File: src/rtl/seven_seg_capture_pkg.sv
// rtl/seven_seg_capture_pkg.sv - shared types and glyph table for the seven-segment capture monitor
package seven_seg_pkg;

    typedef logic [6:0] seg_t;
    typedef logic [3:0] nib_t;

    // Active-high glyphs, bit order {g,f,e,d,c,b,a}, indexed by hex value
    localparam seg_t SEG_GLYPH [16] = '{
        7'h3F, 7'h06, 7'h5B, 7'h4F, 7'h66, 7'h6D, 7'h7D, 7'h07,
        7'h7F, 7'h67, 7'h77, 7'h7C, 7'h39, 7'h5E, 7'h79, 7'h71
    };

    localparam int CNT_W = 8;

endpackage

File: src/rtl/seven_seg_capture_if.sv
// rtl/seven_seg_capture_if.sv - display bus and capture handshake bundle
interface seven_seg_capture_if;
    import seven_seg_pkg::*;

    seg_t       seg;
    logic [1:0] an;
    logic       pair_ack;
    nib_t       digit0;
    nib_t       digit1;
    logic [1:0] digit_valid;
    logic       pair_valid;
    logic       upd;
    logic       bad;

    modport master (
        output seg, an, pair_ack,
        input  digit0, digit1, digit_valid, pair_valid, upd, bad
    );

    modport slave (
        input  seg, an, pair_ack,
        output digit0, digit1, digit_valid, pair_valid, upd, bad
    );

endinterface

File: src/rtl/seven_seg_capture_inv.sv
// rtl/seven_seg_capture_inv.sv - inverse glyph lookup, exact match only
module seven_seg_inv
    import seven_seg_pkg::*;
(
    input  seg_t seg,
    output nib_t value,
    output logic legal
);

    // Compare against every glyph; the table has no duplicates so at most one hits
    always_comb begin
        value = '0;
        legal = 1'b0;
        for (int i = 0; i < 16; i++) begin
            if (seg == SEG_GLYPH[i]) begin
                value = nib_t'(i);
                legal = 1'b1;
            end
        end
    end

endmodule

File: src/rtl/seven_seg_capture.sv
// rtl/seven_seg_capture.sv - stability filter, digit recovery and pair handshake
module seven_seg_capture
    import seven_seg_pkg::*;
#(
    parameter logic ACTIVE_LOW    = 1'b1,
    parameter int   STABLE_CYCLES = 4
) (
    input  logic                clk,
    input  logic                reset_n,
    seven_seg_capture_if.slave  bus
);

    localparam logic [CNT_W-1:0] STAB = CNT_W'(STABLE_CYCLES);

    logic [8:0]       samp_q, samp_d;
    logic [8:0]       prev_q, prev_d;
    logic [CNT_W-1:0] cnt_q, cnt_d;
    nib_t             digit0_q, digit0_d;
    nib_t             digit1_q, digit1_d;
    logic [1:0]       dv_q, dv_d;
    logic             pv_q, pv_d;
    logic             upd_q, upd_d;
    logic             bad_q, bad_d;

    logic             capture;
    logic             one_hot;
    nib_t             inv_value;
    logic             inv_legal;

    // The glyph decoded is always the one held in the sample register
    seven_seg_inv u_inv (
        .seg   (samp_q[6:0]),
        .value (inv_value),
        .legal (inv_legal)
    );

    // Next-state: normalise, count stable samples, capture on the edge the count tops out
    always_comb begin
        samp_d   = {bus.an ^ {2{ACTIVE_LOW}}, bus.seg ^ {7{ACTIVE_LOW}}};
        prev_d   = samp_q;
        cnt_d    = cnt_q;
        digit0_d = digit0_q;
        digit1_d = digit1_q;
        upd_d    = 1'b0;
        bad_d    = 1'b0;

        if (samp_q != prev_q) begin
            cnt_d = CNT_W'(1);
        end else if (cnt_q < STAB) begin
            cnt_d = cnt_q + CNT_W'(1);
        end

        // Only the STAB-1 -> STAB step fires, so a held pattern captures once
        capture = (cnt_q == STAB - CNT_W'(1)) && (cnt_d == STAB);
        one_hot = (samp_q[8:7] == 2'b01) || (samp_q[8:7] == 2'b10);

        // Ack clears first so a same-edge capture still leaves its own bit set
        dv_d = bus.pair_ack ? 2'b00 : dv_q;

        if (capture && one_hot) begin
            if (inv_legal) begin
                if (samp_q[7]) begin
                    digit0_d = inv_value;
                    dv_d[0]  = 1'b1;
                end else begin
                    digit1_d = inv_value;
                    dv_d[1]  = 1'b1;
                end
                upd_d = 1'b1;
            end else begin
                bad_d = 1'b1;
            end
        end

        pv_d = &dv_d;
    end

    // State register with asynchronous clear
    always_ff @(posedge clk or negedge reset_n) begin
        if (!reset_n) begin
            samp_q   <= '0;
            prev_q   <= '0;
            cnt_q    <= '0;
            digit0_q <= '0;
            digit1_q <= '0;
            dv_q     <= '0;
            pv_q     <= 1'b0;
            upd_q    <= 1'b0;
            bad_q    <= 1'b0;
        end else begin
            samp_q   <= samp_d;
            prev_q   <= prev_d;
            cnt_q    <= cnt_d;
            digit0_q <= digit0_d;
            digit1_q <= digit1_d;
            dv_q     <= dv_d;
            pv_q     <= pv_d;
            upd_q    <= upd_d;
            bad_q    <= bad_d;
        end
    end

    assign bus.digit0      = digit0_q;
    assign bus.digit1      = digit1_q;
    assign bus.digit_valid = dv_q;
    assign bus.pair_valid  = pv_q;
    assign bus.upd         = upd_q;
    assign bus.bad         = bad_q;

endmodule

File: src/flat_wrapper.sv
// flat-port wrapper written by rule: the top's interface ports become plain ports
module seven_seg_capture_flat import seven_seg_pkg::*;
#(
    parameter logic ACTIVE_LOW    = 1'b1,
    parameter int   STABLE_CYCLES = 4
)
  (clk, reset_n, bus_seg, bus_an, bus_pair_ack, bus_digit0, bus_digit1, bus_digit_valid, bus_pair_valid, bus_upd, bus_bad);
  seven_seg_capture_if bus_i ();
  input  logic clk;
  input  logic reset_n;
  input wire logic [$bits(bus_i.seg)-1:0] bus_seg;
  input wire logic [$bits(bus_i.an)-1:0] bus_an;
  input wire logic [$bits(bus_i.pair_ack)-1:0] bus_pair_ack;
  output wire logic [$bits(bus_i.digit0)-1:0] bus_digit0;
  output wire logic [$bits(bus_i.digit1)-1:0] bus_digit1;
  output wire logic [$bits(bus_i.digit_valid)-1:0] bus_digit_valid;
  output wire logic [$bits(bus_i.pair_valid)-1:0] bus_pair_valid;
  output wire logic [$bits(bus_i.upd)-1:0] bus_upd;
  output wire logic [$bits(bus_i.bad)-1:0] bus_bad;
  assign bus_i.seg = bus_seg;
  assign bus_i.an = bus_an;
  assign bus_i.pair_ack = bus_pair_ack;
  assign bus_digit0 = bus_i.digit0;
  assign bus_digit1 = bus_i.digit1;
  assign bus_digit_valid = bus_i.digit_valid;
  assign bus_pair_valid = bus_i.pair_valid;
  assign bus_upd = bus_i.upd;
  assign bus_bad = bus_i.bad;
  seven_seg_capture #(.ACTIVE_LOW(ACTIVE_LOW), .STABLE_CYCLES(STABLE_CYCLES)) u_core (.clk(clk), .reset_n(reset_n), .bus(bus_i));
endmodule
File: config.mk
export PLATFORM = sky130hd
export DESIGN_NAME = seven_seg_capture_flat
export DESIGN_NICKNAME = d
export VERILOG_FILES = /design/src/rtl/seven_seg_capture_pkg.sv /design/src/rtl/seven_seg_capture_if.sv /design/src/rtl/seven_seg_capture_inv.sv /design/src/rtl/seven_seg_capture.sv /design/src/flat_wrapper.sv
export SDC_FILE = /design/constraint.sdc
export NUM_CORES = 1
export LEC_CHECK = 0
export CAP_MARGIN = 20
export CORE_AREA = 4 4 67 69
export CTS_BUF_LIST = sky130_fd_sc_hd__clkbuf_4 sky130_fd_sc_hd__clkbuf_8
export CTS_CLUSTER_DIAMETER = 60
export DETAILED_ROUTE_END_ITERATION = 10
export DIE_AREA = 0 0 71 73
export DONT_BUFFER_PORTS = 1
export HOLD_SLACK_MARGIN = 0.03
export PLACE_DENSITY_LB_ADDON = 0.2
export SLEW_MARGIN = 20
export SYNTH_ARGS = -nofsm -noshare
export SYNTH_HDL_FRONTEND = slang
export SYNTH_HIERARCHICAL = 1
export SYNTH_SLANG_ARGS = --single-unit
File: constraint.sdc
create_clock -name clk -period 3.5 [get_ports clk]
set_clock_uncertainty 0.05 [all_clocks]
set_input_delay 0.7 -clock clk [delete_from_list [all_inputs] [get_ports clk]]
set_output_delay 0.7 -clock clk [all_outputs]
set_load 0.02 [all_outputs]
Word level (Yosys, flattened, before mapping)
Index checks and enable logic that the tools add are counted.

Register bits after elaboration: 39. Bits of input ports: 12. Output and inout bits: 13. Logic and storage cells: 83.

Add/subtract/negate cells: 1. Order comparisons: 1. Equality and inequality tests: 21. Muxes and demuxes: 42. Bitwise operators: 3. Reductions and logical operators: 6.

Operator list (number): $eq A7 B7 Y1 const B (12); $mux W4 (14); $mux W1 (23); $mux W8 (2); $eq A7 B3 Y1 const B (2); $eq A7 B6 Y1 const B (2); $ne A9 B9 Y1 (1); $add A8 B1 Y8 const B (1); $eq A8 B2 Y1 const B (1); $eq A8 B3 Y1 const B (1); $lt A8 B3 Y1 const B (1); $not A7 Y7 (1); $mux W2 (3); $reduce_and A3 Y1 (2); $eq A2 B1 Y1 const B (1); $eq A2 B2 Y1 const B (1); $logic_and A1 B1 Y1 (2); $not A2 Y2 (1); $reduce_and A2 Y1 (1); $logic_or A1 B1 Y1 (1); $not A1 Y1 (1).

Logic depth before layout (Yosys ltp)
Word-level depth: 20. Gate-level depth with buffers: 9. Gate-level depth less buffers: 8.

Cells and area by module
The synthesis kept the hierarchy.

Modules (own cells, without submodules): seven_seg_capture (times used 1, cells an instance 106, area an instance 1480.2 um2, seq. area each 975.9 um2); seven_seg_inv (times used 1, cells an instance 54, area an instance 380.4 um2, seq. area each 0.0 um2).

Worst setup path before layout
No wires, ideal clock.

Path kind: flip-flop to flip-flop. From: register u_core.samp_q[5], in the netlist u_core/prev_d[5]. To: register u_core.digit0_q[0], in the netlist u_core/bus.digit0[0]. Setup time: 0.128 ns. Arrival: 2.264 ns. Required time: 3.322 ns. Slack: 1.058 ns. Stages on the path, launching flop included: 10. Period minus slack after synthesis: 2.442 ns. Cell sequence: dfrtp_1 buf_6 nand4bb_4 or4b_4 o311a_1 or4b_1 nand3_1 nor3_2 nand3_2 mux2_1.

Longest elaborated chain between the ends: 18. Elaborated cells on any way between the ends: 53. Classes of those cells: 18 x eq/ne; 32 x mux; 3 x reduce/logical.

Ends and longest elaborated chain: start: declaration (RTL line seven_seg_capture.sv:15) `logic [8:0] samp_q, samp_d;`; start signal: assignment (RTL line seven_seg_capture.sv:91) `samp_q <= samp_d;`; $eq A7 B6 Y1 (RTL line seven_seg_capture_inv.sv:15) `if (seg == SEG_GLYPH[i]) begin`; $mux W1 (15 in a row) (RTL line seven_seg_capture_inv.sv:15); $mux W1 (*) (RTL line seven_seg_capture_inv.sv:15); via u_core.inv_legal (RTL line seven_seg_capture.sv:28) `logic inv_legal;`; $reduce_and A3 Y1 (no line) (*); end signal: assignment (RTL line seven_seg_capture.sv:94) `digit0_q <= digit0_d;`; end: declaration (RTL line seven_seg_capture.sv:18) `nib_t digit0_q, digit0_d;`.

Mark *: on every way through the listed nets, which the timed path passes. The rest lies on a longest branch. A chain may end at the register's enable or synchronous reset.

Worst setup path after layout
From: register u_core.samp_q[4], in the netlist u_core/prev_d[4]. To: register u_core.digit0_q[2], in the netlist u_core/bus.digit0[2].

The elaborated chain is that of the path after synthesis.

==> results by stage <==
Synthesis:
- Synthesis produced a netlist whose cell count is 160.
- The netlist area before placement is 1860 um^2.
- The number of register bits inferred by synthesis is 39.
- The register area share after synthesis is 52.5%.
- Sorting the synthesized cells by area gives the leading types as dfrtp_1, xnor2_1, xor2_1.
- The most common cell in the netlist is dfrtp_1.
- In this run, synthesis inferred 0 flip-flops with an integrated enable.
- Of all cell types, the one taking the most synthesized area is dfrtp_1.
- The number of distinct library cells after synthesis is 52.
- The number of synthesis warnings is 6.
- The share of synthesized flip-flops with an asynchronous set or reset is 100%.
- The dominant register cell in the synthesized netlist is dfrtp_1.
- The number of nets in the synthesized netlist is 173.
- Ranked by instance count, the synthesized netlist is headed by dfrtp_1, inv_1, xnor2_1, xor2_1.
- After synthesis, the largest area contributor takes up 52.5% of total cell area.
- In this run the mean area of a mapped cell was 11.6 um^2.

Clocking:
- After clock tree synthesis, the clock-pin slew on the worst setup and hold paths is 0.07 ns.
- Hold repair after CTS inserted 0 buffers.
- After clock tree synthesis, the repair step resized 0 gates.
- The clock passes through at most 2 buffers.
- The clock insertion delay at the later pin of the skew report is 0.29 ns.
- The post-CTS repair timing setup buffer count is 0.
- The CTS sink count is 39.
- In this run the number of H-tree levels came out at 2.
- The master cell of the clock root buffer is clkbuf_8.
- The clock tree from TritonCTS is done.
- Counting the buffers created by CTS gives 5.

Floorplan:
- The die span in y is 73 um.
- The area of the die is 5180 um^2.
- For this configuration, the core starts out at a cell density of 47.5%.
- During I/O placement, the number of pins put on the boundary was 25.
- The floorplan has 23 rows.
- The region available for standard cell placement spans 3910 um^2.
- The die is 71 um wide.

Placed design:
- Including well taps, the total number of placed cells is 202.
- At the end of routability-driven placement, the weighted congestion stood at 0.791.
- In this run the tool buffered the top-level ports with 0 buffer cells.
- The placed instances occupy a cell area of 1870 um^2.
- After legalization and detailed placement, the total HPWL measured 2.44 mm.

Detailed routing:
- The pre-antenna-repair detailed-routing pass consisted of 4 iterations.
- The via total after detailed routing is 1168.
- The number of routed nets with antenna violations is 0.
- The number of DRC markers after the initial detailed-route iteration is 64.
- In the routed design, unresolved DRC markers number 0.
- The number of vias per cell is 5.48.
- After detailed routing, the total wire length is 3.52 mm.
- The post-detailed-route wirelength per cell is 16.5 um.

Worst setup path:
- The origin of the critical flop-to-flop path is u_core/prev_d[4]$_DFF_PN0_.
- In this design, the stage delay of the slowest critical-path cell is 0.53 ns.
- The kind of cell with the highest combined delay on the critical path is simple AND/OR/NAND/NOR gates.
- The slowest stage of the critical path is the dfrtp_1 cell.
- The worst setup slack for register-to-register paths is 0.75 ns.
- The element type at the critical path end is a flip-flop.
- In this run the worst path has a maximum fanout of 13.
- Counting buffers and inverters, the worst setup path is 8 cells deep.
- The endpoint arrival time on the critical path is 2.88 ns.
- The worst register-to-register path ends at u_core/bus.digit0[2]$_DFFE_PN0P_.
- Together, buffers and inverters on the worst path number 0.
- The worst setup path is launched from a flip-flop.
- The critical path class is flip-flop to flip-flop.
- The critical path goes through nand4bb_4 > or4b_4 > o311a_1 > or4b_1 > nand3_1 > nor3_2 > nand3_2 > mux2_1.
- The path depth of the worst reg2reg path is 8.
- STA puts the critical path data required time at 3.62 ns.

Cells and area:
- The final antenna diode count is 0.
- The filler-free cell count of the finished design is 213.
- The filler cells instantiated in the layout total 365.
- Once layout is done, the placed cells without fillers occupy 2010 um^2.
- The post-route netlist has 14.1% of its cells at a drive strength greater than 1.
- The area growth from synthesis to layout is 7.94%.
- The number of nets in the final layout is 175.

Hold path:
- The path category of the worst min-delay check is primary input to async pin.

STA:
- The count of endpoints failing hold in the final timing report is 0.
- The number of setup violations in the final report is 0.
- The final worst hold slack is 0.0531 ns.
- The headroom to the max-slew limit is 65.1%.
- The ratio of final minimum period to clock period is 78.7%.
- At the pin with the least slew margin, the transition time is 0.524 ns.
- After routing, the total negative slack on setup checks comes to 0 ns.
- Setup repair after global routing left no endpoint under its margin.
- The count of pins over their slew limit is 0.
- The routed design could run at a clock period as short as 2.75 ns.
- The maximum clock rate is 363 MHz.

Global routing:
- The number of global-route vias before repair is 1163.
- Global routing used 14.4% of the available tracks.
- The total congestion overflow is 0.
- The wire length of the first global-routing pass is 5.68 mm.
- The pin count of the biggest net entering global routing is 40.
- The initial antenna violation count is 0.

Run status:
- The flow ran to the end, and the final reports show no timing, DRC or antenna violations.

Job:
- The max capacitance violation total is 0.

Power:
- The cell leakage power is 0.930 nW.
- Overall power consumption after layout is estimated at 0.000862 W.
- Across the VDD grid, the largest voltage drop is 0.237 mV.
- Dividing total power by cell area gives a power density of 429 nW/um^2.
cell families after synthesis:
family	Yosys count	share of synthesized area, %
buffers and inverters	19	5.04
adders and majority gates	1	0.672
and+or+nand+nor	62	24.1
muxes	9	5.38
DFF	39	52.5
AOI/OAI and AO/OA	16	5.72
xor gates and xnor gates	14	6.59
flip-flops by register name, summed over array words and instances, names as in the netlist:
register and flops:
u_core/cnt_q 8, u_core/bus.digit0 4, u_core/bus.upd 1, u_core/prev_d 9, u_core/bus.bad 1, u_core/bus.digit_valid 2
u_core/bus.digit1 4, u_core/prev_q 9, u_core/bus.pair_valid 1
layout make-up:
| class | instances | area [um^2] | share of cell area [%] |
|---|---|---|---|
| Tap cell | 50 | 62.6 | 3.12 |
| Inverter | 10 | 37.5 | 1.87 |
| Timing Repair Buffer | 4 | 37.5 | 1.87 |
| Multi-Input combinational cell | 102 | 791 | 39.4 |
| Clock buffer | 8 | 104 | 5.17 |
| Sequential cell | 39 | 976 | 48.6 |
per-stage QoR:
step,utilization [%],setup WS (ns)
final,51.3,0.747
after global routing,51.3,0.549
after CTS,50.5,0.735
after detailed placement,47.9,0.767
after global placement,47.9,0.864
after floorplan,-,1.06
routing by layer:
layer	vias up	part of all wire, %	global-route usage [%]
li1	555	-	-
met1	564	43	17.5
met2	42	50	23.2
met3	7	5.3	4.96
met4	0	2.0	6.89
met5	-	0	0
worst max path at each step:
stage | startpoint | to | slack (ns)
after floorplan | u_core/prev_d[5]$_DFF_PN0_ | u_core/bus.digit0[0]$_DFFE_PN0P_ | 1.06
after global placement | u_core/prev_d[4]$_DFF_PN0_ | u_core/bus.digit0[1]$_DFFE_PN0P_ | 0.86
after detailed placement | u_core/prev_d[4]$_DFF_PN0_ | u_core/bus.digit0[2]$_DFFE_PN0P_ | 0.77
after CTS | u_core/prev_d[4]$_DFF_PN0_ | u_core/bus.digit0[2]$_DFFE_PN0P_ | 0.73
after global routing | u_core/prev_d[4]$_DFF_PN0_ | u_core/bus.digit0[3]$_DFFE_PN0P_ | 0.55
final | u_core/prev_d[4]$_DFF_PN0_ | u_core/bus.digit0[2]$_DFFE_PN0P_ | 0.75
power breakdown:
| group | total (W) | internal, W | switching [W] | leakage, nW |
|---|---|---|---|---|
| clock network | 0.000331 | 0.000187 | 0.000144 | 0.0549 |
| logic | 0.0000483 | 0.0000241 | 0.0000242 | 0.377 |
| registers | 0.000483 | 0.000461 | 0.0000215 | 0.498 |
placed cells by master (no fill, tap or decap), types with 2 or more instances in the layout:
master / count
nand2_1: 6
nand2b_1: 3
o22ai_1: 2
dfrtp_1: 39
nor2_1: 5
or2_1: 2
dlygate4sd3_1: 3
a21oi_1: 5
mux2_2: 4
nand4_1: 4
and2_1: 6
and3_2: 2
xnor2_1: 7
xor2_1: 7
inv_1: 10
mux2_1: 4
nor3_1: 2
clkbuf_8: 7
nand3_1: 5
nor2b_1: 3
nor3b_1: 2
nand4b_1: 5
and3_1: 2
Note: power is estimated with default switching activity, not from simulation.
